**config.mk**
```make
export PLATFORM = sky130hd
export DESIGN_NAME = contador_updown_param
export DESIGN_NICKNAME = d
export VERILOG_FILES = /design/src/rtl/contador_pkg.sv /design/src/rtl/contador_passo.sv /design/src/rtl/contador_updown_param.sv
export SDC_FILE = /design/constraint.sdc
export NUM_CORES = 1
export LEC_CHECK = 0
export ABC_AREA = 1
export BUFFER_PORTS_ARGS = -buffer_cell sky130_fd_sc_hd__buf_4
export CAP_MARGIN = 30
export CORE_UTILIZATION = 35
export DETAILED_ROUTE_END_ITERATION = 8
export PLACE_DENSITY = 0.54
export SLEW_MARGIN = 10
export SYNTH_ARGS = -nofsm -noshare
export SYNTH_HDL_FRONTEND = slang
export SYNTH_HIERARCHICAL = 1
export SYNTH_SLANG_ARGS = --single-unit
```
**constraint.sdc**
```tcl
create_clock -name clock -period 2.2 [get_ports clock]
set_input_delay 0.44 -clock clock [delete_from_list [all_inputs] [get_ports clock]]
set_output_delay 0.44 -clock clock [all_outputs]
set_load 0.05 [all_outputs]
```
**src/rtl/contador_pkg.sv**
```systemverilog
// Shared types and constants for the parametrised up/down/ping-pong counter.
package contador_pkg;

    typedef enum logic [1:0] {
        MODE_UP       = 2'b00,
        MODE_DOWN     = 2'b01,
        MODE_PINGPONG = 2'b10,
        MODE_HOLD     = 2'b11
    } mode_e;

    localparam logic DIR_UP   = 1'b0;
    localparam logic DIR_DOWN = 1'b1;

endpackage

```
**src/rtl/contador_passo.sv**
```systemverilog
// Combinational step: from the current count, direction and mode, produces the next
// count, the next direction and whether the step lands on a terminal endpoint.
module contador_passo
    import contador_pkg::*;
#(
    parameter int WIDTH = 4,
    parameter int LO    = 0,
    parameter int HI    = 15
) (
    input  logic [WIDTH-1:0] count_i,
    input  logic             direction_i,
    input  mode_e            mode_i,
    output logic [WIDTH-1:0] next_count_o,
    output logic             next_dir_o,
    output logic             hit_o
);

    localparam logic [WIDTH-1:0] LO_V = WIDTH'(LO);
    localparam logic [WIDTH-1:0] HI_V = WIDTH'(HI);
    localparam logic [WIDTH-1:0] ONE  = WIDTH'(1);

    logic eff_dir_s;

    // Next-state arithmetic for each counting mode; wrap only happens at LO/HI.
    always_comb begin
        next_count_o = count_i;
        next_dir_o   = direction_i;
        hit_o        = 1'b0;
        eff_dir_s    = direction_i;
        case (mode_i)
            MODE_UP: begin
                if (count_i == HI_V) begin
                    next_count_o = LO_V;
                end else begin
                    next_count_o = count_i + ONE;
                end
                next_dir_o = DIR_UP;
                hit_o      = (next_count_o == HI_V);
            end
            MODE_DOWN: begin
                if (count_i == LO_V) begin
                    next_count_o = HI_V;
                end else begin
                    next_count_o = count_i - ONE;
                end
                next_dir_o = DIR_DOWN;
                hit_o      = (next_count_o == LO_V);
            end
            MODE_PINGPONG: begin
                // Endpoints force the turn-around regardless of the stored flag.
                if (count_i == HI_V) begin
                    eff_dir_s = DIR_DOWN;
                end else if (count_i == LO_V) begin
                    eff_dir_s = DIR_UP;
                end else begin
                    eff_dir_s = direction_i;
                end
                if (eff_dir_s == DIR_DOWN) begin
                    next_count_o = count_i - ONE;
                end else begin
                    next_count_o = count_i + ONE;
                end
                if (next_count_o == HI_V) begin
                    next_dir_o = DIR_DOWN;
                end else if (next_count_o == LO_V) begin
                    next_dir_o = DIR_UP;
                end else begin
                    next_dir_o = eff_dir_s;
                end
                hit_o = (next_count_o == HI_V) || (next_count_o == LO_V);
            end
            default: begin
                next_count_o = count_i;
                next_dir_o   = direction_i;
                hit_o        = 1'b0;
            end
        endcase
    end

endmodule

```
**src/rtl/contador_updown_param.sv**
```systemverilog
// Bounded LO..HI counter with up-wrap/down-wrap/ping-pong/hold modes, clamped load and
// terminal pulse. Define CONTADOR_CYCLE_COUNT_EN to add the completed-cycle counter output.
module contador_updown_param
    import contador_pkg::*;
#(
    parameter int WIDTH = 4,
    parameter int LO    = 0,
    parameter int HI    = 15,
    parameter int CYC_W = 8
) (
    input  logic             clock,
    input  logic             reset,
    input  logic             enable,
    input  logic [1:0]       mode,
    input  logic             load,
    input  logic [WIDTH-1:0] load_value,
    output logic [WIDTH-1:0] saida_contador,
    output logic             direction,
    output logic             terminal
`ifdef CONTADOR_CYCLE_COUNT_EN
    ,
    output logic [CYC_W-1:0] ciclos_completos
`endif
);

    localparam logic [WIDTH-1:0] LO_V = WIDTH'(LO);
    localparam logic [WIDTH-1:0] HI_V = WIDTH'(HI);

    if (LO >= HI) begin : g_bad_bounds
        $error("contador_updown_param: LO must be strictly below HI");
    end
    if (HI > (2 ** WIDTH) - 1) begin : g_bad_hi
        $error("contador_updown_param: HI does not fit in WIDTH bits");
    end
    if (CYC_W < 1) begin : g_bad_cyc
        $error("contador_updown_param: CYC_W must be at least 1");
    end

    function automatic logic [WIDTH-1:0] clamp_value(
        input logic [WIDTH-1:0] v,
        input logic [WIDTH-1:0] lo,
        input logic [WIDTH-1:0] hi
    );
        logic [WIDTH-1:0] r;
        if (v < lo) begin
            r = lo;
        end else if (v > hi) begin
            r = hi;
        end else begin
            r = v;
        end
        return r;
    endfunction

    logic [WIDTH-1:0] count_q, count_d;
    logic             dir_q, dir_d;
    logic             term_q, term_d;
    logic [WIDTH-1:0] next_count_s;
    logic             next_dir_s;
    logic             hit_s;
    logic [WIDTH-1:0] load_v_s;
    mode_e            mode_s;

    assign mode_s   = mode_e'(mode);
    assign load_v_s = clamp_value(load_value, LO_V, HI_V);

    contador_passo #(
        .WIDTH (WIDTH),
        .LO    (LO),
        .HI    (HI)
    ) u_passo (
        .count_i      (count_q),
        .direction_i  (dir_q),
        .mode_i       (mode_s),
        .next_count_o (next_count_s),
        .next_dir_o   (next_dir_s),
        .hit_o        (hit_s)
    );

`ifdef CONTADOR_CYCLE_COUNT_EN
    logic [CYC_W-1:0] ciclos_q, ciclos_d;
`endif

    // Priority: load over enabled step over hold (reset is applied in the register).
    always_comb begin
        count_d = count_q;
        dir_d   = dir_q;
        term_d  = 1'b0;
`ifdef CONTADOR_CYCLE_COUNT_EN
        ciclos_d = ciclos_q;
`endif
        if (load) begin
            count_d = load_v_s;
            if (load_v_s == HI_V) begin
                dir_d = DIR_DOWN;
            end else if (load_v_s == LO_V) begin
                dir_d = DIR_UP;
            end else begin
                dir_d = dir_q;
            end
`ifdef CONTADOR_CYCLE_COUNT_EN
            ciclos_d = {CYC_W{1'b0}};
`endif
        end else if (enable && (mode_s != MODE_HOLD)) begin
            count_d = next_count_s;
            dir_d   = next_dir_s;
            term_d  = hit_s;
`ifdef CONTADOR_CYCLE_COUNT_EN
            // Reaching LO in ping-pong can only come from a downward step: one full cycle.
            if ((mode_s == MODE_PINGPONG) && (next_count_s == LO_V)) begin
                ciclos_d = ciclos_q + CYC_W'(1);
            end else begin
                ciclos_d = ciclos_q;
            end
`endif
        end else begin
            count_d = count_q;
            dir_d   = dir_q;
            term_d  = 1'b0;
        end
    end

    // State registers with synchronous active-high reset.
    always_ff @(posedge clock) begin
        if (reset) begin
            count_q <= LO_V;
            dir_q   <= DIR_UP;
            term_q  <= 1'b0;
`ifdef CONTADOR_CYCLE_COUNT_EN
            ciclos_q <= {CYC_W{1'b0}};
`endif
        end else begin
            count_q <= count_d;
            dir_q   <= dir_d;
            term_q  <= term_d;
`ifdef CONTADOR_CYCLE_COUNT_EN
            ciclos_q <= ciclos_d;
`endif
        end
    end

    assign saida_contador = count_q;
    assign direction      = dir_q;
    assign terminal       = term_q;
`ifdef CONTADOR_CYCLE_COUNT_EN
    assign ciclos_completos = ciclos_q;
`endif

endmodule

```
==> impl_metrics.py, run 1 <==
metrics = {
    "run_status": {
        "outcome": "completed",
    },
    "logic_synthesis": {
        "synth_cell_type_count": 23,
        "syn_inst": 127,
        "synthFlopType": "dfxtp_1",
        "ys_warn_count": 6,
        "yosysTopAreaCellShare": 0.207,
        "yosysSeqAreaShare": 0.162,
        "postSynth.asyncResetShare": 0,
        "yosys-top-cells-count": "41 x nand2_1, 19 x nor2_1, 12 x inv_1",
        "synth_seq_cells": 6,
        "synth_edf_count": 0,
        "synth_fp_nets": 141,
        "synth.most_common_cell": "nand2_1",
        "syn_avg_cell_area_um2": 5.84,
        "syn_area_um2": 742,
        "synth.area.top_cells": "nand2_1 21%, dfxtp_1 16%, nor2_1 9.6%",
        "yosys.area.top_type": "nand2_1",
    },
    "sta": {
        "max_freq_ghz": 0.502,
        "timing.final.crit_period_ns": 1.99,
        "setup_viol": 0,
        "tns_ns": 0,
        "post-route-period-util": 0.905,
        "slew_headroom": 0.689,
        "hold_viol_final": 0,
        "hold-worst-slack_ns": 0.339,
        "worstMarginPinSlew_ns": 0.466,
        "finalClockSkew_ns": 0.0134,
        "rsz0062_at_grt": "no",
        "drv_slew": 0,
    },
    "layout": {
        "fin_nets": 160,
        "drive_gt1_frac": 0.229,
        "syn_to_final_growth_pct": 21.4,
        "diodes": 0,
    },
    "critical_path": {
        "reg2reg_slack_ns": 0.21,
        "path_buf_inv": 1,
        "crit_required_ns": 2.36,
        "crit_path_end": "direction",
        "critPathLaunchType": "register",
        "crit_fanout": 10,
        "crit_type": "register to register",
        "cp-startpoint": "saida_contador[0]",
        "cpPeakStageDelay_ns": 0.44,
        "cpLargestDelayFamily": "simple AND/OR/NAND/NOR gates",
        "cp_data_arrival_time_ns": 2.15,
        "cp.depth": 14,
        "crit_path_cell_trace": "inv_1 -> ha_1 -> xnor2_1 -> nand2_1 -> nand2_2 -> nand2_1 -> nor2_1 -> nor2_1 -> nor2_1 -> nor2_1 -> nand2_1 -> o21ai_1 -> nand2_1 -> a21oi_2",
        "cp_slowest_cell": "dfxtp_2",
        "rr_worst_depth": 14,
        "end_kind": "register",
        "rr_endpoint": "direction",
        "rr_startpoint": "saida_contador[0]",
    },
    "floorplanning": {
        "fp.coreArea_um2": 1980,
        "rows": 16,
        "dieArea_um2": 2310,
        "die_x_um": 48.0,
        "start_util": 0.374,
        "io_pins": 16,
        "die_y_um": 48.0,
    },
    "route": {
        "drt_iter0_drc": 31,
        "ant_nets": 0,
        "first_pass_iters": 4,
        "avgRoutedWirePerCell_um": 11.1,
        "routed_via_density": 4.85,
        "vias": 830,
        "routed_wl_um": 1890,
        "drc": 0,
    },
    "global_route": {
        "grt_pass1_vias": 737,
        "overflow": 0,
        "grt_antenna_before_repair": 0,
        "grt_start_max_net_pins": 11,
        "grtUsageTotal": 0.191,
        "grt_pass1_wl_um": 3020,
    },
    "worst_hold_path": {
        "holdCritPathClass": "input port to register",
        "hold_path_depth": 2,
    },
    "pwr": {
        "p_per_area_nw_per_um2": 514,
        "leakage_nw": 0.460,
        "peakVddDrop_mv": 0.406,
    },
    "cts": {
        "worstSkewPairLatency_ns": 0.26,
        "cts-root-buf": "clkbuf_4",
        "hold_buffers": 0,
        "cts.clk_slew.worst_paths_ns": 0.05,
        "cts_tree": "built",
        "cts_sinks": 6,
        "numCtsBuffers": 3,
        "cts-resized-gates": 0,
        "postCtsSetupBuffers": 0,
        "clockBufferDepth": 2,
        "h-tree-depth": 1,
    },
    "run": {
        "drv_cap": 0,
    },
    "placement": {
        "detailedPlacementHpwl_um": 1510,
        "port_buffers": 15,
        "gp_congestion": 0.884,
    },
}
## power breakdown
part           total, mW  internal [mW]  leakage (nW)  switching [mW]
Sequential         0.140          0.118        0.0497          0.0219
Clock              0.108         0.0621        0.0138          0.0455
Combinational      0.216         0.0768         0.397           0.139
Total              0.463          0.257         0.460           0.206
## worst reg2reg max path, stage by stage (launching register included)
cell and delay, ns:
dfxtp_2 0.44, inv_1 0.14, ha_1 0.25, xnor2_1 0.23, nand2_1 0.12, nand2_2 0.10, nand2_1 0.07, nor2_1 0.11
nor2_1 0.05, nor2_1 0.10, nor2_1 0.05, nand2_1 0.06, o21ai_1 0.06, nand2_1 0.07, a21oi_2 0.05
## layout by cell type, fill, tap and decap left out, drive strengths merged
cell,netlist,routed
ha,4,4
nand4,2,2
o211ai,1,1
buf,1,15
o2111ai,2,2
nand3,13,13
dfxtp,6,6
clkbuf,0,3
o21ai,9,9
mux2i,1,1
a21oi,2,2
xnor2,2,2
inv,15,15
nand2,47,47
nor3b,1,1
nor2,21,21
## through the flow
stage	instance area [µm²]	setup slack (ns)	utilization	power, mW	instances
6_report	901	0.209	0.455	0.463	171
5_1_grt	901	0.00462	0.455	0.497	171
4_1_cts	901	0.213	0.455	0.467	171
3_5_place_dp	878	0.235	0.443	0.356	168
3_3_place_gp	878	0.232	0.443	0.357	168
2_1_floorplan	743	0.0622	-	0.299	127
## flip-flops by register name (all words and copies together), names as in the netlist
signal / flops
saida_contador: 4
direction: 1
terminal: 1
## logic make-up (layout without fill, tap and decap cells)
group | count (synthesis) | after routing | synth area share
AO/OA/AOI/OAI | 14 | 14 | 0.113
XOR/XNOR | 2 | 2 | 0.0236
adder cells (fa/ha/maj) | 4 | 4 | 0.0675
buffers and inverters | 16 | 33 | 0.0911
flip-flops | 6 | 6 | 0.162
multiplexers | 1 | 1 | 0.0135
AND/OR/NAND/NOR | 84 | 84 | 0.530
## area by class of cell
cell class,count,area (µm²)
fill,227,1080
timing repair buffer,15,113
sequential,6,121
multi-input combinational,105,554
clock buffer,3,22.5
tap,27,33.8
inverter,15,56.3
## layer usage
layer,up-vias,track usage,wire length [µm]
met5,-,0,0
met4,0,0.117,44
met3,5,0.0264,61
li1,442,-,-
met1,355,0.233,887
met2,28,0.314,899
## how the worst min path moves through the flow
stage	from	slack [ns]	end
floorplan	reset	0.50	direction
global placement	direction	0.49	direction
detailed placement	direction	0.50	direction
CTS	reset	0.33	direction
global route	reset	0.34	direction
finish	reset	0.34	direction
(Power assumes the default switching activity.)
==> inputs of run 2 (changes only) <==
--- a/config.mk
+++ b/config.mk
@@ -8,9 +8,10 @@
 export ABC_AREA = 1
 export BUFFER_PORTS_ARGS = -buffer_cell sky130_fd_sc_hd__buf_4
 export CAP_MARGIN = 30
-export CORE_UTILIZATION = 35
+export CORE_MARGIN = 4
+export CORE_UTILIZATION = 52
 export DETAILED_ROUTE_END_ITERATION = 8
-export PLACE_DENSITY = 0.54
+export PLACE_DENSITY = 0.76
 export SLEW_MARGIN = 10
 export SYNTH_ARGS = -nofsm -noshare
 export SYNTH_HDL_FRONTEND = slang
==> impl_metrics.py, run 2 (synthesis gave the netlist of run 1 again) <==
metrics = {
    "sta": {
        "post-route-period-util": 0.893,
        "worstMarginPinSlew_ns": 0.449,
        "max_freq_ghz": 0.509,
        "tns_ns": 0,
        "rsz0062_at_grt": "no",
        "drv_slew": 0,
        "timing.final.crit_period_ns": 1.96,
        "hold_viol_final": 0,
        "finalWorstSetupSlack_ns": 0.236,
        "slew_headroom": 0.700,
        "finalClockSkew_ns": 0.00411,
        "hold-worst-slack_ns": 0.349,
        "setup_viol": 0,
    },
    "layout": {
        "drive_gt1_frac": 0.236,
        "final_common_cell": "nand2_1",
        "fillers": 126,
        "diodes": 0,
        "finish.utilization": 0.673,
        "fin_nets": 160,
        "fin_area_um2": 887,
        "syn_to_final_growth_pct": 19.6,
        "layout.area.seq_um2": 123,
        "largest_reg_flops": 4,
        "final_cell_mix": "41 x nand2_1, 19 x nor2_1, 15 x buf_4",
        "multiInputGateArea_um2": 554,
    },
    "floorplanning": {
        "io_pins": 16,
        "die_y_um": 45.8,
        "start_util": 0.563,
        "dieArea_um2": 2100,
        "fp.coreArea_um2": 1320,
        "rows": 13,
        "die_x_um": 45.8,
    },
    "route": {
        "first_pass_iters": 4,
        "routed_via_density": 5.31,
        "routed_wl_um": 1830,
        "drt_iter0_drc": 40,
        "drc": 0,
        "ant_nets": 0,
        "avgRoutedWirePerCell_um": 11.5,
        "vias": 844,
    },
    "cts": {
        "cts_sinks": 6,
        "h-tree-depth": 1,
        "worstSkewPairLatency_ns": 0.25,
        "clockBufferDepth": 2,
        "postCtsSetupBuffers": 0,
        "hold_buffers": 0,
        "cts-root-buf": "clkbuf_4",
        "numCtsBuffers": 3,
        "cts_tree": "built",
        "cts.clk_slew.worst_paths_ns": 0.05,
    },
    "global_route": {
        "grt_antenna_before_repair": 0,
        "overflow": 0,
        "grtUsageTotal": 0.201,
        "grt_pass1_wl_um": 3020,
        "grt_start_max_net_pins": 11,
        "grt_pass1_vias": 763,
    },
    "worst_hold_path": {
        "holdPathEnd": "direction",
        "hold_start": "reset",
        "hold_path_depth": 2,
        "holdCritPathClass": "input port to register",
    },
    "placement": {
        "detailedPlacementHpwl_um": 1430,
        "dp_slack_ns": 0.242,
        "port_buffers": 15,
        "gp_congestion": 0.883,
        "dpl_cell_area_um2": 863,
    },
    "pwr": {
        "pwr-share-clk": 0.224,
        "p_per_area_nw_per_um2": 516,
        "peakVddDrop_mv": 0.444,
        "leakage_nw": 0.461,
        "power.switching_mw": 0.201,
        "p_sw_frac": 0.438,
        "cellInternalPower_mw": 0.257,
        "power_frac_comb": 0.471,
        "seqPwrFrac": 0.305,
    },
    "critical_path": {
        "crit_required_ns": 2.34,
        "end_kind": "register",
        "critPathLaunchType": "register",
        "rr_endpoint": "direction",
        "crit_type": "register to register",
        "rr_worst_depth": 14,
        "crit_fanout": 10,
        "reg2reg_slack_ns": 0.24,
        "cp_data_arrival_time_ns": 2.11,
        "rr_startpoint": "saida_contador[0]",
    },
    "run_status": {
        "outcome": "completed",
    },
    "run": {
        "drv_cap": 0,
    },
}
## run 2: cell counts in the layout (fill, tap and decap cells not counted)
Identical to the previous run, type by type.
## run 2: power groups by stage
stage	Sequential [mW]	Combinational, mW	Clock [mW]
3_5_place_dp	0.141	0.212	0
2_1_floorplan	0.161	0.138	0
6_report	0.139	0.215	0.103
5_1_grt	0.142	0.240	0.113
4_1_cts	0.140	0.214	0.107
3_3_place_gp	0.140	0.212	0
## run 2: final cells by class
class / count / share of cell area
multi-input cells: 105 / 0.625
repair buffers: 15 / 0.127
well taps: 15 / 0.0212
clock buffers: 3 / 0.0254
inverters: 15 / 0.0635
flip-flops and latches: 6 / 0.138
## run 2: stage by stage
| stage | power [mW] | instances |
|---|---|---|
| after floorplan | 0.299 | 127 |
| after global placement | 0.353 | 156 |
| after detailed placement | 0.353 | 156 |
| after CTS | 0.460 | 159 |
| after global routing | 0.494 | 159 |
| final | 0.458 | 159 |
## run 2: worst max-delay path: stages (launching register included)
cell     delay [ns]
dfxtp_2        0.43
inv_1          0.13
ha_1           0.26
xnor2_1        0.22
nand2_1        0.12
nand2_2        0.10
nand2_1        0.06
nor2_1         0.10
nor2_1         0.04
nor2_1         0.10
nor2_1         0.05
nand2_1        0.06
o21ai_1        0.06
nand2_1        0.08
a21oi_2        0.05
## run 2: what timing repair did
| item | 4_1_cts | 5_1_grt |
|---|---|---|
| endpoints found under the hold margin | 0 | 0 |
| setup endpoints to repair | 0 | 1 |
| gates resized for setup | 0 | 1 |
## run 2: worst max-delay path by stage
stage	startpoint	to	slack [ns]	cells after the start
2_1_floorplan	saida_contador[1]	direction	0.06	14
3_3_place_gp	saida_contador[1]	direction	0.27	14
3_5_place_dp	saida_contador[1]	direction	0.24	14
4_1_cts	saida_contador[1]	direction	0.23	14
5_1_grt	saida_contador[0]	direction	0.02	14
6_report	saida_contador[0]	direction	0.24	14
## run 2: metal layers
metal  up-vias  wire [µm]  track usage
met1       375        809        0.232
met5         -          0            0
li1        441          -            -
met3         6         92       0.0435
met4         0         42        0.125
met2        22        888        0.331
==> inputs of run 3 (changes only) <==
--- a/config.mk
+++ b/config.mk
@@ -9,9 +9,9 @@
 export BUFFER_PORTS_ARGS = -buffer_cell sky130_fd_sc_hd__buf_4
 export CAP_MARGIN = 30
 export CORE_MARGIN = 4
-export CORE_UTILIZATION = 52
+export CORE_UTILIZATION = 47
 export DETAILED_ROUTE_END_ITERATION = 8
-export PLACE_DENSITY = 0.76
+export PLACE_DENSITY = 0.72
 export SLEW_MARGIN = 10
 export SYNTH_ARGS = -nofsm -noshare
 export SYNTH_HDL_FRONTEND = slang
==> constraint.sdc (replaced) <==
create_clock -name clock -period 1.6 [get_ports clock]
set_input_delay 0.32 -clock clock [delete_from_list [all_inputs] [get_ports clock]]
set_output_delay 0.32 -clock clock [all_outputs]
set_load 0.05 [all_outputs]
==> impl_metrics.py, run 3 (synthesis gave the netlist of run 1 again) <==
metrics = {
    "sta": {
        "rsz0062_at_grt": "yes",
        "setup_viol": 3,
        "max_freq_ghz": 0.586,
        "hold-worst-slack_ns": 0.237,
        "timing.final.crit_period_ns": 1.71,
        "slew_headroom": 0.823,
        "finalClockSkew_ns": 0.00630,
        "worstMarginPinSlew_ns": 0.264,
        "finalWorstSetupSlack_ns": -0.106,
        "drv_slew": 0,
        "post-route-period-util": 1.07,
        "hold_viol_final": 0,
    },
    "floorplanning": {
        "die_y_um": 47.7,
        "rows": 14,
        "start_util": 0.493,
        "dieArea_um2": 2280,
        "die_x_um": 47.7,
        "fp.coreArea_um2": 1510,
        "io_pins": 16,
    },
    "layout": {
        "drive_gt1_frac": 0.389,
        "final_common_cell": "nand2_1",
        "largest_reg_flops": 4,
        "finish.utilization": 0.725,
        "syn_to_final_growth_pct": 47.2,
        "fin_nets": 177,
        "diodes": 0,
        "final_cell_mix": "38 x nand2_1, 32 x buf_4, 18 x nor2_1",
        "fin_area_um2": 1090,
    },
    "route": {
        "ant_nets": 0,
        "routed_wl_um": 2140,
        "routed_via_density": 5.10,
        "drc": 0,
        "vias": 908,
        "drt_iter0_drc": 12,
        "avgRoutedWirePerCell_um": 12.0,
        "first_pass_iters": 4,
    },
    "global_route": {
        "grt_antenna_before_repair": 0,
        "grt_start_max_net_pins": 11,
        "overflow": 0,
        "grt_pass1_vias": 827,
        "grtUsageTotal": 0.206,
        "grt_pass1_wl_um": 3390,
    },
    "critical_path": {
        "crit_type": "register to register",
        "end_kind": "register",
        "cp_data_arrival_time_ns": 1.88,
        "crit_required_ns": 1.77,
        "crit_fanout": 5,
        "critPathLaunchType": "register",
    },
    "cts": {
        "worstSkewPairLatency_ns": 0.25,
        "cts_sinks": 6,
        "numCtsBuffers": 3,
        "clockBufferDepth": 2,
        "h-tree-depth": 1,
        "cts_tree": "built",
        "hold_buffers": 0,
        "cts.clk_slew.worst_paths_ns": 0.06,
        "cts-root-buf": "clkbuf_4",
    },
    "placement": {
        "dp_slack_ns": -0.0913,
        "dpl_cell_area_um2": 1020,
        "port_buffers": 15,
        "detailedPlacementHpwl_um": 1700,
        "gp_congestion": 0.933,
    },
    "pwr": {
        "peakVddDrop_mv": 0.601,
        "power_frac_comb": 0.538,
        "p_total_mw": 0.763,
        "p_sw_frac": 0.421,
        "power.switching_mw": 0.321,
        "cellInternalPower_mw": 0.442,
        "pwr-share-clk": 0.210,
        "p_per_area_nw_per_um2": 699,
        "leakage_nw": 0.553,
        "seqPwrFrac": 0.252,
    },
    "run_status": {
        "outcome": "finished with violations",
        "violations": "negative setup slack",
    },
    "worst_hold_path": {
        "holdCritPathClass": "input port to register",
    },
    "run": {
        "drv_cap": 0,
    },
}
[run 3: changes by cell type in the layout (fill, tap and decap cells not counted), sizes merged]
cell,before,now
buf,15,32
clkbuf,3,4
[run 3: per-layer routing]
metal | GRT usage | wire length, µm | vias up
met5 | 0 | 0 | -
met1 | 0.254 | 963 | 391
li1 | - | - | 477
met4 | 0.0645 | 24 | 0
met2 | 0.377 | 1090 | 30
met3 | 0.0113 | 66 | 10
[run 3: power groups by stage]
| stage | combinational, mW | sequential [mW] | clock, mW |
|---|---|---|---|
| 2_1_floorplan | 0.210 | 0.227 | 0 |
| 3_3_place_gp | 0.375 | 0.192 | 0 |
| 3_5_place_dp | 0.381 | 0.193 | 0 |
| 4_1_cts | 0.384 | 0.190 | 0.167 |
| 5_1_grt | 0.448 | 0.195 | 0.179 |
| 6_report | 0.411 | 0.193 | 0.160 |
[run 3: cell type report]
cell class	instances	area, µm²
clock buffer	4	26.3
fill	139	414
inverter	15	58.8
multi-input combinational	105	613
sequential	6	134
tap	16	20.0
timing repair buffer	32	240
[run 3: critical path: stages (launching register included)]
cell,delay (ns)
dfxtp_4,0.38
inv_2,0.06
ha_4,0.18
nand2_4,0.09
nand2_4,0.07
nand2_2,0.07
nand2_2,0.06
nor2_2,0.09
nand3_2,0.09
nand2_1,0.07
nor2_1,0.05
nor2_1,0.08
nand2_1,0.06
o21ai_1,0.07
nand2_1,0.08
a21oi_2,0.13
[run 3: what timing repair did]
item | CTS | global route
setup endpoints to repair | 3 | 6
buffers inserted | 1 | 2
gates resized for setup | 0 | 5
gates cloned | 0 | 0
pin swaps | 6 | 1
[run 3: worst paths after layout]
kind	from	end	slack [ns]	cells past startpoint
min reg2reg	direction	direction	0.52	2
max reg2reg	saida_contador[1]	direction	-0.11	15
min	reset	direction	0.24	2
max	saida_contador[1]	direction	-0.11	15
[run 3: per-stage QoR]
step,instances,TNS [ns]
after floorplan,127,-0.102
after global placement,171,-0.0369
after detailed placement,171,-0.121
after CTS,176,-0.127
after global routing,178,-0.713
final,178,-0.177
